File: src/rtl/ppu_pkg.sv
// Shared PPU constants and the palette address mirror used by the pixel mux.
package ppu_pkg;

  localparam int unsigned VIS_W          = 256;
  localparam int unsigned VIS_H          = 240;
  localparam int unsigned PRERENDER_LINE = 261;
  localparam int unsigned COORD_W        = 10;
  localparam int unsigned PAL_AW         = 5;
  localparam int unsigned PAL_DEPTH      = 32;
  localparam int unsigned COLOR_W        = 6;
  localparam int unsigned IDX_W          = 4;

  localparam logic [COLOR_W-1:0] COLOR_BLANK = 6'h0F;
  localparam logic [COLOR_W-1:0] GRAY_MASK   = 6'h30;

  // Sprite backdrop entries 0x10/14/18/1C alias the background entries.
  function automatic logic [PAL_AW-1:0] pal_mirror(input logic [PAL_AW-1:0] addr);
    return (addr[1:0] == 2'b00) ? {1'b0, addr[3:0]} : addr;
  endfunction

endpackage

File: src/rtl/ppu_pixel_mux_if.sv
// CPU-side palette access bus of the pixel mux.
interface ppu_pixel_mux_if;
  import ppu_pkg::*;

  logic [PAL_AW-1:0]  pal_addr_in;
  logic [COLOR_W-1:0] pal_data_in;
  logic               pal_wr_in;
  logic               pal_rd_in;
  logic [COLOR_W-1:0] pal_data_out;

  modport master (
    output pal_addr_in, pal_data_in, pal_wr_in, pal_rd_in,
    input  pal_data_out
  );

  modport slave (
    input  pal_addr_in, pal_data_in, pal_wr_in, pal_rd_in,
    output pal_data_out
  );
endinterface

File: src/rtl/ppu_palette_ram.sv
// 32x6 palette storage: one synchronous write port, two asynchronous read ports.
module ppu_palette_ram
  import ppu_pkg::*;
(
  input  logic               clk_in,
  input  logic               rst_in,
  input  logic               i_wr_en,
  input  logic [PAL_AW-1:0]  i_wr_addr,
  input  logic [COLOR_W-1:0] i_wr_data,
  input  logic [PAL_AW-1:0]  i_rd_a_addr,
  output logic [COLOR_W-1:0] o_rd_a_data,
  input  logic [PAL_AW-1:0]  i_rd_b_addr,
  output logic [COLOR_W-1:0] o_rd_b_data
);

  logic [COLOR_W-1:0] r_mem [PAL_DEPTH];

  always_ff @(posedge clk_in or posedge rst_in) begin
    if (rst_in) begin
      r_mem <= '{default: '0};
    end else if (i_wr_en) begin
      r_mem[i_wr_addr] <= i_wr_data;
    end
  end

  // Readers register these at the same edge as a write, so they see old data.
  assign o_rd_a_data = r_mem[i_rd_a_addr];
  assign o_rd_b_data = r_mem[i_rd_b_addr];

endmodule

File: src/rtl/ppu_pixel_mux.sv
// Background/sprite priority mux, palette lookup pipeline and sprite-0 hit detection.
module ppu_pixel_mux
  import ppu_pkg::*;
(
  input  logic               clk_in,
  input  logic               rst_in,
  input  logic               nes_pix_pulse,
  input  logic [COORD_W-1:0] nes_x_in,
  input  logic [COORD_W-1:0] nes_y_in,
  input  logic [IDX_W-1:0]   bg_pal_in,
  input  logic [IDX_W-1:0]   spr_pal_in,
  input  logic               spr_pri_in,
  input  logic               spr_zero_in,
  input  logic               en_bg,
  input  logic               en_bg_left,
  input  logic               en_spr,
  input  logic               en_spr_left,
  input  logic               grayscale_in,
  ppu_pixel_mux_if.slave     cpu,
  output logic [COLOR_W-1:0] color_out,
  output logic               color_valid_out,
  output logic               spr0_hit_out
);

  logic               w_visible;
  logic               w_left_ok;
  logic [IDX_W-1:0]   w_bg_eff;
  logic [IDX_W-1:0]   w_spr_eff;
  logic               w_bg_opq;
  logic               w_spr_opq;
  logic [PAL_AW-1:0]  w_pix_addr;
  logic               w_hit_set;
  logic               w_hit_clr;
  logic [PAL_AW-1:0]  w_cpu_addr;
  logic [COLOR_W-1:0] w_pix_data;
  logic [COLOR_W-1:0] w_cpu_data;

  logic [PAL_AW-1:0]  r_s1_addr;
  logic               r_s1_vis;

  assign w_visible = (nes_x_in < COORD_W'(VIS_W)) && (nes_y_in < COORD_W'(VIS_H));
  assign w_left_ok = (nes_x_in >= COORD_W'(8));
  assign w_bg_eff  = (en_bg  && (w_left_ok || en_bg_left))  ? bg_pal_in  : IDX_W'(0);
  assign w_spr_eff = (en_spr && (w_left_ok || en_spr_left)) ? spr_pal_in : IDX_W'(0);
  assign w_bg_opq  = |w_bg_eff[1:0];
  assign w_spr_opq = |w_spr_eff[1:0];

  // Priority select between background and sprite palettes.
  always_comb begin
    w_pix_addr = '0;
    case ({w_spr_opq, w_bg_opq})
      2'b01:   w_pix_addr = {1'b0, w_bg_eff};
      2'b10:   w_pix_addr = {1'b1, w_spr_eff};
      2'b11:   w_pix_addr = spr_pri_in ? {1'b0, w_bg_eff} : {1'b1, w_spr_eff};
      default: w_pix_addr = '0;
    endcase
  end

  assign w_hit_set = w_visible && spr_zero_in && w_bg_opq && w_spr_opq &&
                     en_bg && en_spr && (nes_x_in != COORD_W'(255));
  assign w_hit_clr = (nes_y_in == COORD_W'(PRERENDER_LINE)) && (nes_x_in == COORD_W'(1));

  assign w_cpu_addr = pal_mirror(cpu.pal_addr_in);

  ppu_palette_ram u_ram (
    .clk_in      (clk_in),
    .rst_in      (rst_in),
    .i_wr_en     (cpu.pal_wr_in),
    .i_wr_addr   (w_cpu_addr),
    .i_wr_data   (cpu.pal_data_in),
    .i_rd_a_addr (r_s1_addr),
    .o_rd_a_data (w_pix_data),
    .i_rd_b_addr (w_cpu_addr),
    .o_rd_b_data (w_cpu_data)
  );

  // Pixel pipeline and sprite-0 flag, advanced only by the pixel pulse.
  always_ff @(posedge clk_in or posedge rst_in) begin
    if (rst_in) begin
      r_s1_addr       <= '0;
      r_s1_vis        <= 1'b0;
      color_out       <= COLOR_BLANK;
      color_valid_out <= 1'b0;
      spr0_hit_out    <= 1'b0;
    end else if (nes_pix_pulse) begin
      r_s1_addr       <= pal_mirror(w_pix_addr);
      r_s1_vis        <= w_visible;
      color_valid_out <= r_s1_vis;
      if (!r_s1_vis) begin
        color_out <= COLOR_BLANK;
      end else if (grayscale_in) begin
        color_out <= w_pix_data & GRAY_MASK;
      end else begin
        color_out <= w_pix_data;
      end
      if (w_hit_clr) begin
        spr0_hit_out <= 1'b0;
      end else if (w_hit_set) begin
        spr0_hit_out <= 1'b1;
      end
    end
  end

  // CPU read port runs every clock regardless of the pixel pulse.
  always_ff @(posedge clk_in or posedge rst_in) begin
    if (rst_in) begin
      cpu.pal_data_out <= '0;
    end else if (cpu.pal_rd_in) begin
      cpu.pal_data_out <= w_cpu_data;
    end
  end

endmodule

File: src/flat_wrapper.sv
// flat-port wrapper written by rule: the top's interface ports become plain ports
module ppu_pixel_mux_flat import ppu_pkg::*;
  (clk_in, rst_in, nes_pix_pulse, nes_x_in, nes_y_in, bg_pal_in, spr_pal_in, spr_pri_in, spr_zero_in, en_bg, en_bg_left, en_spr, en_spr_left, grayscale_in, color_out, color_valid_out, spr0_hit_out, cpu_pal_addr_in, cpu_pal_data_in, cpu_pal_wr_in, cpu_pal_rd_in, cpu_pal_data_out);
  ppu_pixel_mux_if cpu_i ();
  input  logic clk_in;
  input  logic rst_in;
  input  logic nes_pix_pulse;
  input  logic [COORD_W-1:0] nes_x_in;
  input  logic [COORD_W-1:0] nes_y_in;
  input  logic [IDX_W-1:0] bg_pal_in;
  input  logic [IDX_W-1:0] spr_pal_in;
  input  logic spr_pri_in;
  input  logic spr_zero_in;
  input  logic en_bg;
  input  logic en_bg_left;
  input  logic en_spr;
  input  logic en_spr_left;
  input  logic grayscale_in;
  output logic [COLOR_W-1:0] color_out;
  output logic color_valid_out;
  output logic spr0_hit_out;
  input wire logic [$bits(cpu_i.pal_addr_in)-1:0] cpu_pal_addr_in;
  input wire logic [$bits(cpu_i.pal_data_in)-1:0] cpu_pal_data_in;
  input wire logic [$bits(cpu_i.pal_wr_in)-1:0] cpu_pal_wr_in;
  input wire logic [$bits(cpu_i.pal_rd_in)-1:0] cpu_pal_rd_in;
  output wire logic [$bits(cpu_i.pal_data_out)-1:0] cpu_pal_data_out;
  assign cpu_i.pal_addr_in = cpu_pal_addr_in;
  assign cpu_i.pal_data_in = cpu_pal_data_in;
  assign cpu_i.pal_wr_in = cpu_pal_wr_in;
  assign cpu_i.pal_rd_in = cpu_pal_rd_in;
  assign cpu_pal_data_out = cpu_i.pal_data_out;
  ppu_pixel_mux u_core (.clk_in(clk_in), .rst_in(rst_in), .nes_pix_pulse(nes_pix_pulse), .nes_x_in(nes_x_in), .nes_y_in(nes_y_in), .bg_pal_in(bg_pal_in), .spr_pal_in(spr_pal_in), .spr_pri_in(spr_pri_in), .spr_zero_in(spr_zero_in), .en_bg(en_bg), .en_bg_left(en_bg_left), .en_spr(en_spr), .en_spr_left(en_spr_left), .grayscale_in(grayscale_in), .cpu(cpu_i), .color_out(color_out), .color_valid_out(color_valid_out), .spr0_hit_out(spr0_hit_out));
endmodule
File: config.mk
export PLATFORM = sky130hd
export DESIGN_NAME = ppu_pixel_mux_flat
export DESIGN_NICKNAME = d
export VERILOG_FILES = /design/src/rtl/ppu_pkg.sv /design/src/rtl/ppu_pixel_mux_if.sv /design/src/rtl/ppu_palette_ram.sv /design/src/rtl/ppu_pixel_mux.sv /design/src/flat_wrapper.sv
export SDC_FILE = /design/constraint.sdc
export NUM_CORES = 1
export LEC_CHECK = 0
export ABC_AREA = 1
export ABC_CLOCK_PERIOD_IN_PS = 6300
export BUFFER_PORTS_ARGS = -buffer_cell sky130_fd_sc_hd__buf_2
export CELL_PAD_IN_SITES_DETAIL_PLACEMENT = 1
export CELL_PAD_IN_SITES_GLOBAL_PLACEMENT = 1
export CORE_MARGIN = 5
export CORE_UTILIZATION = 32
export CTS_CLUSTER_DIAMETER = 200
export DETAILED_ROUTE_END_ITERATION = 8
export GPL_TIMING_DRIVEN = 0
export PLACE_DENSITY = 0.7
export SETUP_SLACK_MARGIN = 0.3
export SYNTH_ARGS = -nofsm -noshare
export SYNTH_HDL_FRONTEND = slang
export SYNTH_SLANG_ARGS = --single-unit
File: constraint.sdc
create_clock -name clk_in -period 6.3 [get_ports clk_in]
set_input_delay 0.315 -clock clk_in [delete_from_list [all_inputs] [get_ports clk_in]]
set_output_delay 0.315 -clock clk_in [all_outputs]
set_load 0.01 [all_outputs]
==> flow_summary_export.csv, run 1 <==
group,metric,value,unit
floorplanning,boundaryPins,65,
placement,dp.final_hpwl,35.7,mm
route,drc_errors,0,
timing,grt_setup_unrepaired,"false",
placement,post-place-ws,3.71,ns
worst_setup_path,critPathBufInv,3,
logic_synthesis,ys_warn_count,0,
worst_setup_path,cp_top_family,"buffers and inverters",
worst_setup_path,required,6.71,ns
worst_hold_path,holdPathEnd,"u_core.r_s1_vis",
route,ant_nets,0,
worst_setup_path,crit_slowest_cell,"clkbuf_1",
logic_synthesis,syn_inst,1509,
global_route,antenna_found_initial,2,
route,via_count,11460,
logic_synthesis,ys_seq_area_frac,0.480,
route,drt-total-wl,49.6,mm
logic_synthesis,synth_largest_area_cell,"dfrtp_1",
global_route,track_usage,0.255,
worst_setup_path,cp-end-kind,"flop",
finish,stdcell_area,13000,µm²
placement,gp_congestion,0.983,
route,drtIter0Drc,1068,
worst_setup_path,max_stage_delay,0.70,ns
finish,nNetsFinal,1656,
timing,min_period_over_period,0.430,
logic_synthesis,synthDominantCellAreaShare,0.470,
global_route,grt_pass1_wl,74.5,mm
timing,period_needed,2.71,ns
worst_hold_path,hold_path_depth,4,
worst_setup_path,path_class,"reg2reg",
logic_synthesis,synth_nets,1560,
clocking,cts.sinks,212,
status,status,"finished clean",
worst_setup_path,r2r-start,"u_core.r_s1_addr[0]",
timing,final_max_slew_viol_count,0,
placement,place_area,12100,µm²
worst_hold_path,hp-start,"nes_y_in[8]",
timing,setup_viol,0,
worst_setup_path,r2r_setup_slack,3.59,ns
worst_hold_path,hold_class,"in2reg",
power_and_ir_drop,power_density,332,nW/µm²
power_and_ir_drop,peakVddDrop,0.000268,V
clocking,clkSlewWorstSetupHoldPaths,0.06,ns
flow_run,max_cap_violations,0,
route,wl_per_cell,23.8,µm
route,avgViaCountPerCell,5.51,
floorplanning,fp.dieW,196,µm
finish,area_growth,17.2,%
logic_synthesis,ys_ff_latch,212,
floorplanning,rows,68,
global_route,grt_pass1_vias,11865,
worst_setup_path,start_kind,"flop",
timing,hold_violations,0,
logic_synthesis,ys_types,27,
clocking,post_cts_buffers,0,
logic_synthesis,synth_area_per_cell,7.34,µm²
worst_setup_path,reg2regPathDepth,10,
global_route,grt_overflow_total,0,
global_route,grt_start_max_net_pins,41,
worst_setup_path,critPathArrivalTime,3.12,ns
worst_setup_path,reg2reg_to,"u_core.color_out[4]",
logic_synthesis,ys_top_cells_by_area,"dfrtp_1 47%, nand2_1 21%, nand3_1 7.7%, o21ai_0 6.6%, a22oi_1 3.1%",
floorplanning,fp.dieH,196,µm
timing,finalWorstSetupSlack,3.59,ns
timing,slew_headroom,0.228,
route,drtPass1Iterations,5,
timing,tightest_slew,1.15,ns
placement,port_buffers,61,
clocking,clockRootBuffer,"clkbuf_16",
finish,final_util,0.378,
timing,fin_worst_skew,0.0141,ns
logic_synthesis,synth.cell_area,11100,µm²
floorplanning,core,34400,µm²
worst_setup_path,crit_fanout,10,
clocking,clockBufferDepth,3,
timing,fin_hold_ws,0.0879,ns
clocking,cts_tree,"yes",
clocking,h-tree-depth,1,
timing,fin_setup_tns,0,ns
finish,drive_gt1_frac,0.105,
power_and_ir_drop,power_leakage,0.00595,µW
clocking,cts_made_buffers,26,
timing,fmax,369,MHz
floorplanning,start_util,0.322,
worst_setup_path,critPathMostFrequentCell,"nand2_1",
floorplanning,dieArea,38400,µm²
clocking,clk_latency,0.55,ns
finish,fillers,4330,
worst_setup_path,cp_cell_sequence,"buf_2 -> buf_2 -> clkbuf_1 -> o21ai_0 -> nand3_1 -> nand2_1 -> nand2_1 -> nand3_1 -> o211ai_1 -> nand2_1",
-- flip-flops by register name (all words and copies together), names as in the netlist --
name / count
u_core.color_out: 6
u_core.color_valid_out: 1
u_core.cpu.pal_data_out: 6
u_core.r_s1_vis: 1
u_core.r_s1_addr: 5
u_core.spr0_hit_out: 1
u_core.u_ram.r_mem: 192
-- metal layers --
layer  track usage  vias to the layer above  wire, µm
li1              -                     5169         -
met1         0.337                     5665     21300
met2         0.418                      495     22500
met3        0.0455                      129      3560
met4        0.0975                        2      2290
met5             0                        -        13
-- cells by family (layout without fill, tap and decap cells) --
| group | Yosys count | after routing | synth area share |
|---|---|---|---|
| other cells | 0 | 1 | 0 |
| simple gates | 875 | 875 | 0.332 |
| buf+inv | 172 | 288 | 0.0632 |
| compound gates | 250 | 250 | 0.126 |
| flops | 212 | 212 | 0.480 |
-- area by class of cell --
class,instances,area (µm²),area share
Multi-Input combinational cell,1125,5060,0.390
Buffer,127,531,0.0409
Inverter,45,173,0.0133
Clock buffer,37,743,0.0573
Tap cell,455,569,0.0439
Timing Repair Buffer,68,425,0.0328
Sequential cell,212,5310,0.409
Clock inverter,11,160,0.0123
Antenna cell,1,2.50,0.000193
-- repair_timing --
action                    4_1_cts  5_1_grt
resized for setup               0        0
hold endpoints to repair       24        0
hold buffers                    2        0
-- synth_stat cells --
master     instances
nand3b_1           1
a22oi_1           46
nor4b_1            1
nor2_4             3
o2111ai_1          3
inv_2              5
nand2_1          608
nor3_1             3
nor3_2             5
nand4_1           28
clkbuf_1          79
buf_2             40
o21ai_0          145
dfstp_2            4
nand3_1          170
nor2_1            51
dfrtp_1          208
nor4_2             4
buf_1              7
clkinv_1           3
a21boi_0           2
o21ai_1           13
buf_4              1
inv_1             37
nor2_2             1
a21oi_1           37
o211ai_1           4
-- how the worst max path moves through the flow --
stage                        start                      end  slack, ns  cells past startpoint
2_1_floorplan               rst_in      u_core.color_out[4]       3.23                      1
3_3_place_gp                rst_in  u_core.u_ram.r_mem[128]       1.72                      2
3_5_place_dp   u_core.r_s1_addr[0]      u_core.color_out[4]       3.71                     10
4_1_cts        u_core.r_s1_addr[0]      u_core.color_out[4]       3.68                     10
5_1_grt        u_core.r_s1_addr[2]      u_core.color_out[5]       3.55                      9
6_report       u_core.r_s1_addr[0]      u_core.color_out[4]       3.59                     10
-- power by group --
part           internal (µW)  switching (µW)  total, µW
Combinational            287             614        901
Sequential              1590             220       1810
Clock                    982             620       1600
Total                   2860            1450       4310
-- worst reg2reg max path: cells and delay by family, from the launching register on --
family                 cells  cell delay [ns]
buffers and inverters      3             1.26
AOI/OAI and AO/OA          2             0.46
and+or+nand+nor            5             0.54
DFF                        1             0.32
-- metrics by stage --
| stage | instances | total power (µW) |
|---|---|---|
| finish | 2081 | 4310 |
| global route | 2080 | 4510 |
| CTS | 2080 | 4310 |
| detailed placement | 2030 | 2700 |
| global placement | 2025 | 2660 |
| floorplan | 1509 | 2310 |
-- cell usage in the layout (no fill, tap or decap), drive strengths merged --
| master | instances |
|---|---|
| a22oi | 46 |
| nand2 | 608 |
| dfstp | 4 |
| clkinv | 8 |
| buf | 114 |
| a21boi | 2 |
| bufinv | 4 |
| inv | 41 |
| nor2 | 55 |
| nand3b | 1 |
| nor4 | 4 |
| nand4 | 28 |
| o211ai | 4 |
| a21oi | 37 |
| o2111ai | 3 |
| diode | 1 |
| clkinvlp | 3 |
| dlygate4sd3 | 2 |
| clkbuf | 116 |
| o21ai | 158 |
| nor3 | 8 |
| nand3 | 170 |
| dfrtp | 208 |
| nor4b | 1 |
Power figures use the tool's default switching activity.
==> inputs of run 2 (changes only) <==
- ABC_AREA: 1 -> 0
- ABC_CLOCK_PERIOD_IN_PS: 6300 -> 2220
- PLACE_DENSITY: 0.7 -> 0.64
- clock period: 6.3 -> 2.22 ns (I/O delays scaled with it)
==> run 2 against run 1 <==
Against the previous run: die area grew 1.0%; largest power group unchanged; synthesized cell count shrank 47%; critical path type unchanged; maximum frequency grew 27%; critical endpoint is now u_core.color_out[3].
==> flow_summary_export.csv, run 2 <==
group,metric,value,unit
status,status,"finished clean",
placement,dp.final_hpwl,27.4,mm
placement,place_area,12200,µm²
logic_synthesis,ys_warn_count,0,
floorplanning,dieArea,38800,µm²
worst_setup_path,required,2.68,ns
timing,min_period_over_period,0.963,
finish,area_growth,21.6,%
logic_synthesis,synthArstFlopShare,1.00,
timing,tightest_slew,0.872,ns
clocking,clkSlewWorstSetupHoldPaths,0.06,ns
worst_setup_path,path_class,"reg2reg",
worst_setup_path,cp-end-kind,"flop",
logic_synthesis,synth_edf_count,0,
route,avgViaCountPerCell,5.67,
finish,stdcell_area,13600,µm²
finish,drive_gt1_frac,0.456,
floorplanning,fp.dieH,197,µm
power_and_ir_drop,peakVddDrop,0.000528,V
clocking,h-tree-depth,1,
finish,final_util,0.394,
timing,slew_headroom,0.415,
worst_setup_path,crit_fanout,6,
route,via_count,7930,
placement,port_buffers,55,
timing,fmax,468,MHz
global_route,track_usage,0.195,
finish,largest_reg_flops,192,
global_route,grt_start_max_net_pins,40,
finish,fin_cells,1398,
logic_synthesis,ys_ff_latch,212,
global_route,globalRoute.busiestLayer,"met2",
floorplanning,start_util,0.324,
logic_synthesis,ys_seq_area_frac,0.475,
global_route,grtUsageMet3,0.0444,
worst_setup_path,r2r_setup_slack,0.08,ns
global_route,grt_pass1_vias,8446,
logic_synthesis,synthTopCellsByCount,"208 x dfrtp_1, 140 x mux2_2, 77 x mux4_2",
timing,period_needed,2.14,ns
logic_synthesis,synth.cell_area,11200,µm²
global_route,met2_usage,0.307,
worst_setup_path,critPathArrivalTime,2.60,ns
global_route,antenna_found_initial,4,
logic_synthesis,synth_area_per_cell,14.0,µm²
logic_synthesis,ys_top_cells_by_area,"dfrtp_1 47%, mux4_2 15%, mux2_2 14%, mux2_1 5.6%, a221oi_1 1.9%",
floorplanning,fp.dieW,197,µm
timing,final_max_slew_viol_count,0,
logic_synthesis,syn_inst,799,
floorplanning,rows,68,
logic_synthesis,synthDominantCellAreaShare,0.465,
placement,dp_cells,1315,
clocking,clockBufferDepth,3,
finish,top_register,"u_core.u_ram.r_mem",
timing,setup_viol,0,
global_route,grt_overflow_total,0,
finish,top_regs,"u_core.u_ram.r_mem: 192 flops, u_core.color_out: 6 flops, u_core.cpu.pal_data_out: 6 flops",
floorplanning,boundaryPins,65,
finish,layout_commonest_cell,"dfrtp_1",
route,drtIter0Drc,476,
route,drt-total-wl,38.8,mm
logic_synthesis,yosysMostFrequentCell,"dfrtp_1",
floorplanning,core,34500,µm²
worst_setup_path,start_kind,"flop",
clocking,cts.sinks,212,
logic_synthesis,synth_nets,850,
logic_synthesis,synth_largest_area_cell,"dfrtp_1",
clocking,cts_made_buffers,26,
power_and_ir_drop,power_leakage,0.00567,µW
timing,grt_setup_unrepaired,"true",
worst_hold_path,hold_class,"in2reg",
global_route,use_met1,0.269,
global_route,grt_pass1_wl,56.8,mm
timing,fin_hold_ws,0.0154,ns
route,drtPass1Iterations,5,
finish,final_cell_mix,"207 x dfrtp_1, 140 x mux2_2, 77 x mux4_2",
route,drc_errors,0,
finish,nNetsFinal,975,
clocking,cts_tree,"yes",
power_and_ir_drop,power_density,876,nW/µm²
logic_synthesis,ys_types,58,
flow_run,max_cap_violations,0,
route,ant_nets,0,
route,wl_per_cell,27.7,µm
clocking,clockRootBuffer,"clkbuf_16",
timing,fin_worst_skew,0.0286,ns
timing,hold_violations,0,
clocking,clk_latency,0.55,ns
placement,gp_congestion,0.874,
logic_synthesis,ys.flop_type,"dfrtp_1",
==> run 2: kinds of logic (layout without fill, tap and decap cells) <==
logic type,count (synthesis),after routing,share of synthesized area
buffers and inverters,97,240,0.0371
flip-flops,212,212,0.475
AO/OA/AOI/OAI,80,80,0.0583
multiplexers,281,281,0.359
other,0,1,0
AND/OR/NAND/NOR,129,129,0.0707
==> run 2: report_power, final <==
group	internal [µW]	switching, µW
sequential	4530	514
clock	2440	1690
combinational	1440	1310
==> run 2: final timing paths <==
check,depth (start not counted),from,end
worst max-delay path,7,u_core.r_s1_addr[0],u_core.color_out[3]
worst min-delay path,4,spr_pal_in[0],u_core.r_s1_addr[1]
worst max register to register,7,u_core.r_s1_addr[0],u_core.color_out[3]
worst min register to register,1,u_core.u_ram.r_mem[23],u_core.u_ram.r_mem[23]
max in group asynchronous,5,rst_in,u_core.u_ram.r_mem[78]
min in group asynchronous,3,rst_in,u_core.color_valid_out
==> run 2: final cells by class <==
cell class	count	area [µm²]
clock buffers	38	786
plain buffers	86	504
inverters	11	45.0
well taps	455	569
fillers	3605	20900
multi-input cells	490	5570
diodes	1	2.50
flip-flops and latches	212	5310
repair buffers	97	772
clock inverters	8	53.8
==> run 2: what timing repair did <==
item / 4_1_cts / 5_1_grt
gates resized for setup: 41 / 19
cloned: 0 / 3
hold buffers: 17 / 0
hold endpoints to repair: 119 / 0
setup buffers: 0 / 16
setup endpoints to repair: 9 / 9
pin swaps: 2 / 4
==> run 2: critical path, stage by stage, from the launching register on <==
cell	delay, ns
dfrtp_2	0.41
buf_4	0.13
buf_12	0.14
buf_4	0.12
mux4_2	0.58
nor2b_1	0.17
a2111oi_0	0.40
nor3_1	0.10
==> run 2: routing by layer <==
metal,routed length (µm),share of wire,up-vias
met3,2840,0.073,67
met4,1370,0.035,4
met2,18100,0.47,304
li1,-,-,3324
met5,23,0.00059,-
met1,16500,0.42,4231
==> run 2: through the flow <==
| stage | total power, µW | TNS, ns | setup WS, ns |
|---|---|---|---|
| global route | 12400 | 0 | 0.0528 |
| floorplan | 6610 | -133.93 | -0.644 |
| CTS | 11800 | 0 | 0.116 |
| finish | 11900 | 0 | 0.0822 |
| detailed placement | 7570 | -6.78 | -0.664 |
| global placement | 7450 | -459.15 | -2.17 |
==> inputs of run 3 (changes only) <==
- CORE_UTILIZATION: 32 -> 39
- PLACE_DENSITY: 0.64 -> 0.74
==> run 3 against run 2 <==
Against the previous run: count of clock-buffer cells in the layout up 2; design area down 2.3%; setup slack worse by 0.037 ns; via count up 0.91%; cell count down 6.2%; sequential share of layout area up 0.90 points; critical path depth down 1; utilization up 7.2 points; clock skew down 0.018 ns; register-to-register slack worse by 0.04 ns; critical endpoint is now u_core.color_out[4]; largest power group unchanged.
==> flow_summary_export.csv, run 3 (synthesis gave the netlist of run 2 again) <==
group,metric,value,unit
power_and_ir_drop,swShare,0.288,
finish,top_register,"u_core.u_ram.r_mem",
clocking,cts_tree,"yes",
status,status,"finished clean",
worst_setup_path,crit_slowest_cell,"mux4_2",
flow_run,max_cap_violations,0,
route,avgViaCountPerCell,6.10,
clocking,clockBufferDepth,3,
worst_setup_path,path_class,"reg2reg",
power_and_ir_drop,intPower,8380,µW
worst_setup_path,critPathArrivalTime,2.58,ns
worst_setup_path,crit_fanout,5,
finish,largest_reg_flops,192,
timing,hold_violations,0,
finish,area_growth,18.9,%
finish,antenna_cells,0,
worst_setup_path,required,2.63,ns
clocking,clkSlewWorstSetupHoldPaths,0.06,ns
worst_setup_path,start_kind,"flop",
worst_setup_path,cp_cell_sequence,"buf_4 -> buf_12 -> mux4_2 -> mux4_2 -> nor3b_2 -> nor2_1",
placement,dp.final_hpwl,26.3,mm
global_route,grt_start_max_net_pins,42,
global_route,grt_pass1_wl,55.0,mm
route,wl_per_cell,28.5,µm
finish,layout_commonest_cell,"dfrtp_1",
timing,tightest_slew,0.886,ns
power_and_ir_drop,combPwrFrac,0.226,
clocking,cts_made_buffers,25,
power_and_ir_drop,power_density,885,nW/µm²
finish,drive_gt1_frac,0.442,
floorplanning,boundaryPins,65,
global_route,grt_pass1_vias,8594,
finish,final_cell_mix,"207 x dfrtp_1, 140 x mux2_2, 77 x mux4_2",
worst_hold_path,hold_class,"in2reg",
worst_setup_path,critPathMostFrequentCell,"mux4_2",
timing,grt_setup_unrepaired,"true",
timing,slew_headroom,0.409,
floorplanning,fp.dieW,179,µm
finish,top_regs,"u_core.u_ram.r_mem: 192 flops, u_core.color_out: 6 flops, u_core.cpu.pal_data_out: 6 flops",
floorplanning,start_util,0.392,
floorplanning,rows,62,
clocking,cts.sinks,212,
power_and_ir_drop,power_leakage,0.00556,µW
timing,final_max_slew_viol_count,0,
route,via_count,8002,
timing,fin_setup_tns,0,ns
route,drtIter0Drc,606,
finish,nNetsFinal,960,
power_and_ir_drop,pwr-share-seq,0.430,
timing,setup_viol,0,
timing,period_needed,2.18,ns
route,drc_errors,0,
route,drt-total-wl,37.4,mm
clocking,clk_latency,0.52,ns
timing,fin_worst_skew,0.0102,ns
power_and_ir_drop,clkPwrFrac,0.344,
worst_setup_path,max_stage_delay,0.53,ns
global_route,antenna_found_initial,4,
finish,stdcell_area,13300,µm²
timing,fmax,460,MHz
route,drtPass1Iterations,5,
global_route,track_usage,0.231,
clocking,h-tree-depth,1,
floorplanning,dieArea,32200,µm²
floorplanning,fp.dieH,179,µm
placement,gp_congestion,0.918,
placement,place_area,12100,µm²
timing,min_period_over_period,0.980,
floorplanning,core,28500,µm²
global_route,grt_overflow_total,0,
placement,port_buffers,55,
power_and_ir_drop,peakVddDrop,0.000505,V
worst_setup_path,cp-end-kind,"flop",
power_and_ir_drop,power_switching,3390,µW
clocking,clockRootBuffer,"clkbuf_16",
route,ant_nets,0,
==> run 3: cell types whose count changed in the layout (fill, tap and decap cells not counted), sizes merged <==
cell / before / now
buf: 112 / 105
dlygate4sd3: 17 / 12
clkinv: 8 / 4
bufinv: 0 / 1
diode: 1 / 0
==> run 3: critical path: cells and delay by family, from the launching register on <==
kind	cells	cell delay (ns)
muxes	2	1.02
DFF	1	0.43
buffers and inverters	2	0.33
and+or+nand+nor	2	0.28
==> run 3: layout make-up <==
class	count	area, µm²
multi-input combinational	490	5520
clock buffer	40	762
sequential	212	5310
clock inverter	5	52.6
buffer	86	490
fill	2949	15200
inverter	11	45.0
tap	384	480
timing repair buffer	83	644
==> run 3: final timing paths <==
check                                           to  slack (ns)  cells after the start              startpoint
setup reg to reg               u_core.color_out[4]        0.04                      6     u_core.r_s1_addr[0]
min in group asynchronous      u_core.spr0_hit_out        0.06                      3                  rst_in
hold / removal                 u_core.r_s1_addr[1]        0.01                      3           spr_pal_in[1]
max in group asynchronous  u_core.u_ram.r_mem[109]        1.25                      6                  rst_in
hold reg to reg             u_core.u_ram.r_mem[19]        0.45                      1  u_core.u_ram.r_mem[19]
setup / recovery               u_core.color_out[4]        0.04                      6     u_core.r_s1_addr[0]
==> run 3: metrics by stage <==
step	setup WS [ns]	util	hold slack, ns	instances	power (µW)
finish	0.0449	0.466	0.0135	1311	11800
global route	0.0151	0.466	0.0281	1311	12200
floorplan	-0.644	-	0.242	799	6610
CTS	0.0982	0.461	0.000907	1302	11700
detailed placement	-0.567	0.423	0.0359	1244	7540
global placement	-2.03	0.419	0.334	1238	7380
==> run 3: power groups by stage <==
stage	Sequential (µW)	Clock, µW	Combinational, µW
3_3_place_gp	5020	0	2360
4_1_cts	5030	4110	2560
3_5_place_dp	5090	0	2460
6_report	5060	4050	2660
5_1_grt	5120	4290	2790
2_1_floorplan	4900	0	1710
==> run 3: per-layer routing <==
layer	wire length [µm]	GRT usage
met1	15000	0.305
met2	17700	0.372
met3	2920	0.0520
met4	1770	0.0914
met5	41	0
==> run 3: timing repair <==
item                                   4_1_cts  5_1_grt
endpoints found under the hold margin      104        0
setup endpoints to repair                    8       11
gates resized for setup                     37       13
pin swaps                                    0        5
setup buffers                                1        8
hold buffers                                12        0
cloned                                       0        1
